==> src/rtl/uart_ddr_pkg.sv <==
// Shared definitions for the UART TX drain sequencer and the matching RX packer.
package uart_ddr_pkg;

  typedef enum logic [2:0] {
    ST_IDLE = 3'd0,
    ST_READ = 3'd1,
    ST_WAIT = 3'd2,
    ST_LOAD = 3'd3,
    ST_SEND = 3'd4
  } drain_state_e;

  function automatic int bytes_per_word(input int data_w);
    return data_w / 8;
  endfunction

endpackage

==> src/rtl/word_byte_serializer.sv <==
// Holds one FIFO word and hands it to the UART byte handshake LSB byte first.
// Handshake: a byte transfers on a rising edge where tx_valid && tx_ready; while
// tx_valid is high and tx_ready is low, tx_byte and tx_valid are held unchanged.
module word_byte_serializer
  import uart_ddr_pkg::*;
#(
  parameter int DATA_W = 32
) (
  input  logic              clk,
  input  logic              rstn,
  input  logic              load,
  input  logic [DATA_W-1:0] load_data,
  input  logic              tx_ready,
  output logic [7:0]        tx_byte,
  output logic              tx_valid,
  output logic              last_accept
);

  localparam int         BPW      = bytes_per_word(DATA_W);
  localparam logic [3:0] LAST_IDX = 4'(BPW - 1);

  logic [DATA_W-1:0] shreg;
  logic [3:0]        idx;
  logic              accept;

  assign accept      = tx_valid && tx_ready;
  assign last_accept = accept && (idx == LAST_IDX);
  assign tx_byte     = shreg[7:0];

  always_ff @(posedge clk) begin
    if (!rstn) begin
      shreg    <= '0;
      idx      <= '0;
      tx_valid <= 1'b0;
    end else if (load) begin
      shreg    <= load_data;
      idx      <= '0;
      tx_valid <= 1'b1;
    end else if (accept) begin
      // Last byte leaves the shift register as-is; only valid drops.
      if (idx == LAST_IDX) begin
        tx_valid <= 1'b0;
      end else begin
        shreg <= shreg >> 8;
        idx   <= idx + 4'd1;
      end
    end
  end

endmodule

==> src/rtl/uart_tx_drain_ctrl.sv <==
// Read-side sequencer: pulls words from the TX async FIFO one at a time, waits out
// the BRAM latency and feeds the bytes to the UART TX core.
module uart_tx_drain_ctrl
  import uart_ddr_pkg::*;
#(
  parameter int DATA_W = 32,
  parameter int RD_LAT = 1,
  parameter int CNT_W  = 16
) (
  input  logic              i_rd_clk,
  input  logic              i_rd_rstn,
  input  logic              i_enable,
  input  logic              i_empty,
  input  logic [DATA_W-1:0] i_rd_data,
  output logic              o_rd_en,
  output logic [7:0]        o_tx_byte,
  output logic              o_tx_valid,
  input  logic              i_tx_ready,
  output logic              o_busy,
  output logic [CNT_W-1:0]  o_words_sent,
  output logic [2:0]        o_state
);

  drain_state_e state;
  logic [1:0]   wait_cnt;
  logic         fetch;
  logic         load;
  logic         last_accept;

  // Empty is only trusted in IDLE and at last-byte acceptance, both far enough
  // after the previous read for the registered flag to have caught up.
  assign fetch   = i_enable && !i_empty;
  assign load    = (state == ST_LOAD);
  assign o_state = state;

  always_ff @(posedge i_rd_clk) begin
    if (!i_rd_rstn) begin
      state        <= ST_IDLE;
      o_rd_en      <= 1'b0;
      o_busy       <= 1'b0;
      o_words_sent <= '0;
      wait_cnt     <= '0;
    end else begin
      o_rd_en <= 1'b0;
      case (state)
        ST_IDLE: begin
          if (fetch) begin
            state   <= ST_READ;
            o_rd_en <= 1'b1;
            o_busy  <= 1'b1;
          end
        end
        ST_READ: begin
          state    <= ST_WAIT;
          wait_cnt <= 2'(RD_LAT - 1);
        end
        ST_WAIT: begin
          if (wait_cnt == 2'd0) state <= ST_LOAD;
          else                  wait_cnt <= wait_cnt - 2'd1;
        end
        ST_LOAD: begin
          state <= ST_SEND;
        end
        ST_SEND: begin
          if (last_accept) begin
            o_words_sent <= o_words_sent + 1'b1;
            if (fetch) begin
              state   <= ST_READ;
              o_rd_en <= 1'b1;
            end else begin
              state  <= ST_IDLE;
              o_busy <= 1'b0;
            end
          end
        end
        default: begin
          state  <= ST_IDLE;
          o_busy <= 1'b0;
        end
      endcase
    end
  end

  word_byte_serializer #(
    .DATA_W(DATA_W)
  ) u_ser (
    .clk        (i_rd_clk),
    .rstn       (i_rd_rstn),
    .load       (load),
    .load_data  (i_rd_data),
    .tx_ready   (i_tx_ready),
    .tx_byte    (o_tx_byte),
    .tx_valid   (o_tx_valid),
    .last_accept(last_accept)
  );

endmodule

==> config.mk <==
export PLATFORM = sky130hd
export DESIGN_NAME = uart_tx_drain_ctrl
export DESIGN_NICKNAME = d
export VERILOG_FILES = /design/src/rtl/uart_ddr_pkg.sv /design/src/rtl/word_byte_serializer.sv /design/src/rtl/uart_tx_drain_ctrl.sv
export SDC_FILE = /design/constraint.sdc
export NUM_CORES = 1
export LEC_CHECK = 0
export CAP_MARGIN = 20
export CORE_MARGIN = 2
export CORE_UTILIZATION = 53
export CTS_CLUSTER_SIZE = 10
export DETAILED_ROUTE_END_ITERATION = 6
export GPL_TIMING_DRIVEN = 0
export HOLD_SLACK_MARGIN = 0.08
export PLACE_DENSITY = 0.85
export RECOVER_POWER = 50
export SLEW_MARGIN = 20
export SYNTH_ARGS = -nofsm -noshare
export SYNTH_HDL_FRONTEND = slang
export SYNTH_SLANG_ARGS = --single-unit
==> constraint.sdc <==
create_clock -name i_rd_clk -period 2.9 [get_ports i_rd_clk]
set_input_delay 0.29 -clock i_rd_clk [delete_from_list [all_inputs] [get_ports i_rd_clk]]
set_output_delay 0.29 -clock i_rd_clk [all_outputs]
set_load 0.005 [all_outputs]
[Yosys cells after proc, flatten, opt, wreduce, memory -nomap -nowiden]
Cells that the tools add are included.
Cells by class
  bitwise gates (word level): 3
  reductions and logical operators: 18
  equal/unequal tests: 11
  $lt $le $gt $ge: 0
  muxes and demuxes: 20
  $add $sub $neg: 3
  shift-type cells: 0
  multipliers: 0
  div/mod/pow operators: 0
Operators with widths (number)
  32-bit 2-to-1 mux: 3
  16-bit by 1-bit adder with 16-bit output (second input constant): 1
  3-bit case mux with 5 select lines: 1
  2-bit inequality test (second input constant): 6
  2-bit AND reduction: 5
  1-bit 2-to-1 mux: 9
  3-bit 2-to-1 mux: 3
  3-bit by 2-bit == test with 1-bit output (second input constant): 2
  2-bit nonzero test: 3
  4-bit by 1-bit adder with 4-bit output (second input constant): 1
  4-bit by 2-bit == test with 1-bit output (second input constant): 1
  2-bit case mux with 2 select lines: 1
  4-bit AND reduction: 1
  3-bit by 1-bit == test with 1-bit output (second input constant): 1
  3-bit == test (second input constant): 1
  1-bit logical AND: 3
  3-bit logical NOT: 1
  1-bit NOT: 3
  1-bit case mux with 3 select lines: 1
  3-bit AND reduction: 1
  3-bit OR reduction: 1
  2-bit logical NOT: 1
  2-bit 2-to-1 mux: 1
  1-bit case mux with 2 select lines: 1
  other kinds (3): 3
Word-level totals
  logic and storage cells: 63
  memories: 0
  memory bits (read-only): 0
  latch bits: 0
  flip-flop bits (word level): 60
  output and inout port bits: 30
  input port bits: 37
  memory bits (writable): 0

[Logic depth before layout (Yosys ltp)]
  depth after elaboration: 5
  mapped depth: 7
  depth with buffers taken out: 6

[By module]
Synthesis repeated with hierarchy kept, for this count alone.
Unflattened totals
  cells, all modules: 339
  area total of the unflattened synthesis: 2807.7 sq um
By module, submodules not included
  word_byte_serializer: times used 1, sequential area each 740.7 sq um, area an instance 1732.9 sq um, cells each 211
  uart_tx_drain_ctrl: times used 1, sequential area each 460.4 sq um, area an instance 1074.8 sq um, cells each 128

[Worst setup path after synthesis]
No wires, ideal clock.
  path kind: flip-flop to flip-flop
  start point: register u_ser.idx[0]
  end point: register u_ser.shreg[10]
  slack: 1092 ps
  cell stages (with the launch flop): 8
  data arrival time: 1672 ps
  required time: 2764 ps
  cell sequence: dfxtp_1 ha_1 or3b_2 and2_1 clkbuf_1 clkbuf_1 nand2_1 a31oi_1
On the way
  word-level cells in the longest chain between the ends: 3
Ends and longest elaborated chain
  start: declaration: line word_byte_serializer.sv:23  | logic [3:0] idx;
  start signal: assignment: line word_byte_serializer.sv:45  | idx <= idx + 4'd1;
  4-bit by 2-bit == test with 1-bit output: line word_byte_serializer.sv:41  | if (idx == LAST_IDX) begin
  2-bit inequality test (no source line)
  2-bit AND reduction (no source line)
  end signal: assignment: line word_byte_serializer.sv:36  | shreg <= load_data;
  end signal: assignment: line word_byte_serializer.sv:44  | shreg <= shreg >> 8;
  end: declaration: line word_byte_serializer.sv:22  | logic [DATA_W-1:0] shreg;
No other way between the ends.
A chain may end at the register's enable or synchronous reset.

[Worst setup path in the final report]
  start point: register state[1] (netlist: o_state[1])
  end point: register u_ser.shreg[29]
On the way
  word-level cells in the longest chain between the ends: 3
Ends and longest elaborated chain
  start: declaration: line uart_tx_drain_ctrl.sv:24  | drain_state_e state;
  start signal: assignment: line uart_tx_drain_ctrl.sv:38  | state <= ST_IDLE;
  start signal: assignment: line uart_tx_drain_ctrl.sv:48  | state <= ST_READ;
  start signal: assignment: line uart_tx_drain_ctrl.sv:54  | state <= ST_WAIT;
  3-bit by 2-bit == test with 1-bit output *: line uart_tx_drain_ctrl.sv:33  | assign load = (state == ST_LOAD);
  2-bit inequality test (no source line) / 2-bit nonzero test (equally long branches)
  2-bit AND reduction (no source line)
Mark *: on every way between the ends. The rest lies on a longest branch, timed or not.

==> impl_results.md <==
- Die Wd: 75.4 um
- Initial Utilization: 0.561
- Die Y: approximately 75 um
- Initial antenna violation count: 0
- Post-Syn Nets: 377
- Syn Inst Count: 337
- CP Class: flop to flop
- Post-CTS sizing: 0
- Net Sw Frac: 0.224
- Commonest cells post-synth: nand2_1, dfxtp_1, o21ai_0
- Syn Std Cell Area: 2700 um^2
- Die area: 5690 um^2
- VDD IR max: 304 uV
- Via/cell ratio: 5.52
- Clock Pin Slew Worst Setup and Hold Paths: ~0.060 ns
- CP max-delay cell: nor3b_1
- Yosys top cell area share: 0.444
- Max_cap viols: 0
- Final setup vio count: 0
- Pre-CTS setup slack: 0.684 ns
- Reg2reg path depth: 5
- Drt pass-1 iters: 4
- Detailed Route WL: 6.83 mm
- Cell taking the most area after synthesis: dfxtp_1
- Min Tclk post-route: 2.25 ns
- N_diodes: 0
- Power Internal: 1.32 mW
- Worst setup path end: u_ser.shreg[29]
- Sequential power share: 0.499
- Synth warn: 0
- Outcome: finished, final reports clean
- Synth-to-layout area growth: 33.4%
- Fillers: 406
- Launch point of the worst path: o_state[1]
- Clock Latency Late Sink: 0.34 ns
- FF-to-FF End: u_ser.shreg[29]
- Slew @ Worst Pin: 1.16 ns
- H-tree Lvls: 3
- Antenna-violating nets left: 0
- P_sw: 0.383 mW
- Final period util: 0.777
- All-Layer GR Usage: 0.269
- Clk root buf: clkbuf_8
- Sink Count: 60
- Final setup TNS: 0 ns
- Synthesized flop and latch total: 60
- Residual DRC: 0
- RSZ-0062 raised after global routing: no
- Core area: just under 5000 um^2
- Global placer's final weighted congestion: 0.810
- Wirelength per Cell: roughly 14 um
- Hold Path Cell Cnt: 3
- Clock share of power: 0.412
- Netlist cell types: 39
- CTS max path bufs: 2
- CP required: between 3 and 4 ns
- Leakage power of the design: roughly 1.3 nW
- Slew headroom: 0.227
- Pin count of the biggest net entering global routing: 11
- # port buffers: 65
- Via Count: 2,674
- R2r setup slk: between 0.6 and 0.7 ns
- Primary FF master, synth: dfxtp_1
- Worst path arrival time: 2.52 ns
- PwrDens: 473 nW/um^2
- Met3 usage: 0.0979
- Maximum fanout along the worst path: 10
- Syn avg cell area: around 8 um^2
- Clock skew: approximately 0.0071 ns
- Setup Fix Bufs, Post-CTS: 0
- CTS tree: built
- Slew Viols, Final: 0
- CP max stage delay: 0.97 ns
- Seq/Total Area, Yosys: 0.444
- First-pass GRT wire length: 11.4 mm
- GR peak layer: met2
- Max frequency: ~440 MHz
- Worst Hold Class: input pin to flop
- Detailed-placement wirelength estimate: 4.84 mm
- Top delay family on crit path: simple AND/OR/NAND/NOR gates
- Met1 GRT Util: 0.326
- Worst R2R Start: o_state[1]
- Async SR Flop Fraction: 0
- Gate power share: 0.088
- Row count: 25
- Vias in the first global route: 2,508
- Buf/Inv on CP: 2
- Total CTS buffers: 9
- Instance count on the critical path: 5
- Area contributors post-synth: dfxtp_1, nand2_1, o21ai_0, a31oi_1, a21oi_1
- CP Capture Type: flop
- EDFF count, synth: 0
- Hold Vio Cnt, Final: 0
- Ports: between 60 and 70
- Top-count cell post-synth: nand2_1
- Overflow after GRT: 0
- Met2 global-route usage: 0.438
- Fin nets: 453
- Worst path cell trace: clkbuf_1 -> inv_1 -> nor3b_1 -> nand2_1 -> a21oi_1
- CP Launch Type: flop
- Share of layout cells above drive strength 1: 0.0767
- Final WS setup: 0.645 ns
- 1st-iter DRT viols: around 130
- Hold_buf cts: 0
[cell type report]
class / instances / area (um^2) / share of cell area
flip-flops and latches: 60 / 1200 / 0.333
inverters: 7 / 26.3 / 0.00729
repair buffers: 65 / 651 / 0.180
plain buffers: 31 / 153 / 0.0423
clock inverters: 1 / 5.00 / 0.00139
clock buffers: 14 / 183 / 0.0507
multi-input cells: 239 / 1300 / 0.362
well taps: 67 / 83.8 / 0.0232
[tightest hold or removal path, stage by stage]
cell	delay, ns
clkbuf_1	0.20
o21ai_0	0.13
a31oi_1	0.05
[layout by cell type (no fill, tap or decap), types with 2 or more instances in the layout]
cell,count
nand4_1,6
and4_1,2
o21ai_0,32
ha_1,3
buf_2,5
a21oi_1,25
dlygate4sd3_1,30
or4_1,4
a31oi_1,25
clkdlybuf4s50_1,35
nor4_1,2
and3_1,2
nor3_1,4
o31ai_1,4
and2_1,4
buf_4,8
clkbuf_1,19
mux2i_1,2
inv_1,7
nand2_1,67
or3_1,5
clkbuf_8,13
dfxtp_1,60
xor2_1,6
nand3_1,16
nor2_1,13
xnor2_1,3
[registers in the layout (all words and copies together), names as in the netlist]
signal / cells
o_state: 3
o_words_sent: 16
wait_cnt: 2
o_busy: 1
o_rd_en: 1
u_ser.tx_valid: 1
u_ser.idx: 4
u_ser.shreg: 32
[cell families (layout without fill, tap and decap cells)]
family	Yosys count	in the layout	synth area share
buffers and inverters	38	118	0.0717
xor gates and xnor gates	9	9	0.0292
adders and majority gates	3	3	0.0139
DFF	60	60	0.444
AOI/OAI and AO/OA	90	90	0.188
and+or+nand+nor	135	135	0.246
muxes	2	2	0.00740
[how the worst min path moves through the flow]
stage	from	to	slack [ns]
finish	i_rd_rstn	u_ser.shreg[1]	0.39
global route	i_rd_rstn	u_ser.shreg[0]	0.40
detailed placement	u_ser.shreg[27]	u_ser.shreg[27]	0.46
global placement	u_ser.shreg[27]	u_ser.shreg[27]	0.45
CTS	i_rd_rstn	u_ser.shreg[3]	0.38
floorplan	i_rd_data[24]	u_ser.shreg[24]	0.43
[power groups by stage]
stage	Clock, mW	Sequential [mW]	Combinational [mW]
global placement	0	0.869	0.152
detailed placement	0	0.870	0.155
finish	0.703	0.851	0.151
global route	0.759	0.853	0.165
floorplan	0	0.869	0.0705
CTS	0.717	0.852	0.157
[layer usage]
layer / vias up / part of all wire
li1: 1331 / -
met1: 1240 / 0.43
met2: 92 / 0.49
met3: 11 / 0.062
met4: 0 / 0.017
met5: - / 0
[metrics by stage]
| step | total power [mW] | area, um^2 | cells | hold slack (ns) | utilization |
|---|---|---|---|---|---|
| CTS | 1.73 | 3630 | 484 | 0.384 | 0.753 |
| finish | 1.71 | 3610 | 484 | 0.390 | 0.749 |
| global placement | 1.02 | 3440 | 469 | 0.454 | 0.714 |
| global route | 1.78 | 3610 | 484 | 0.401 | 0.749 |
| floorplan | 0.939 | 2700 | 337 | 0.426 | - |
| detailed placement | 1.02 | 3440 | 469 | 0.459 | 0.714 |
No activity file was read; power rests on OpenSTA's default activity.
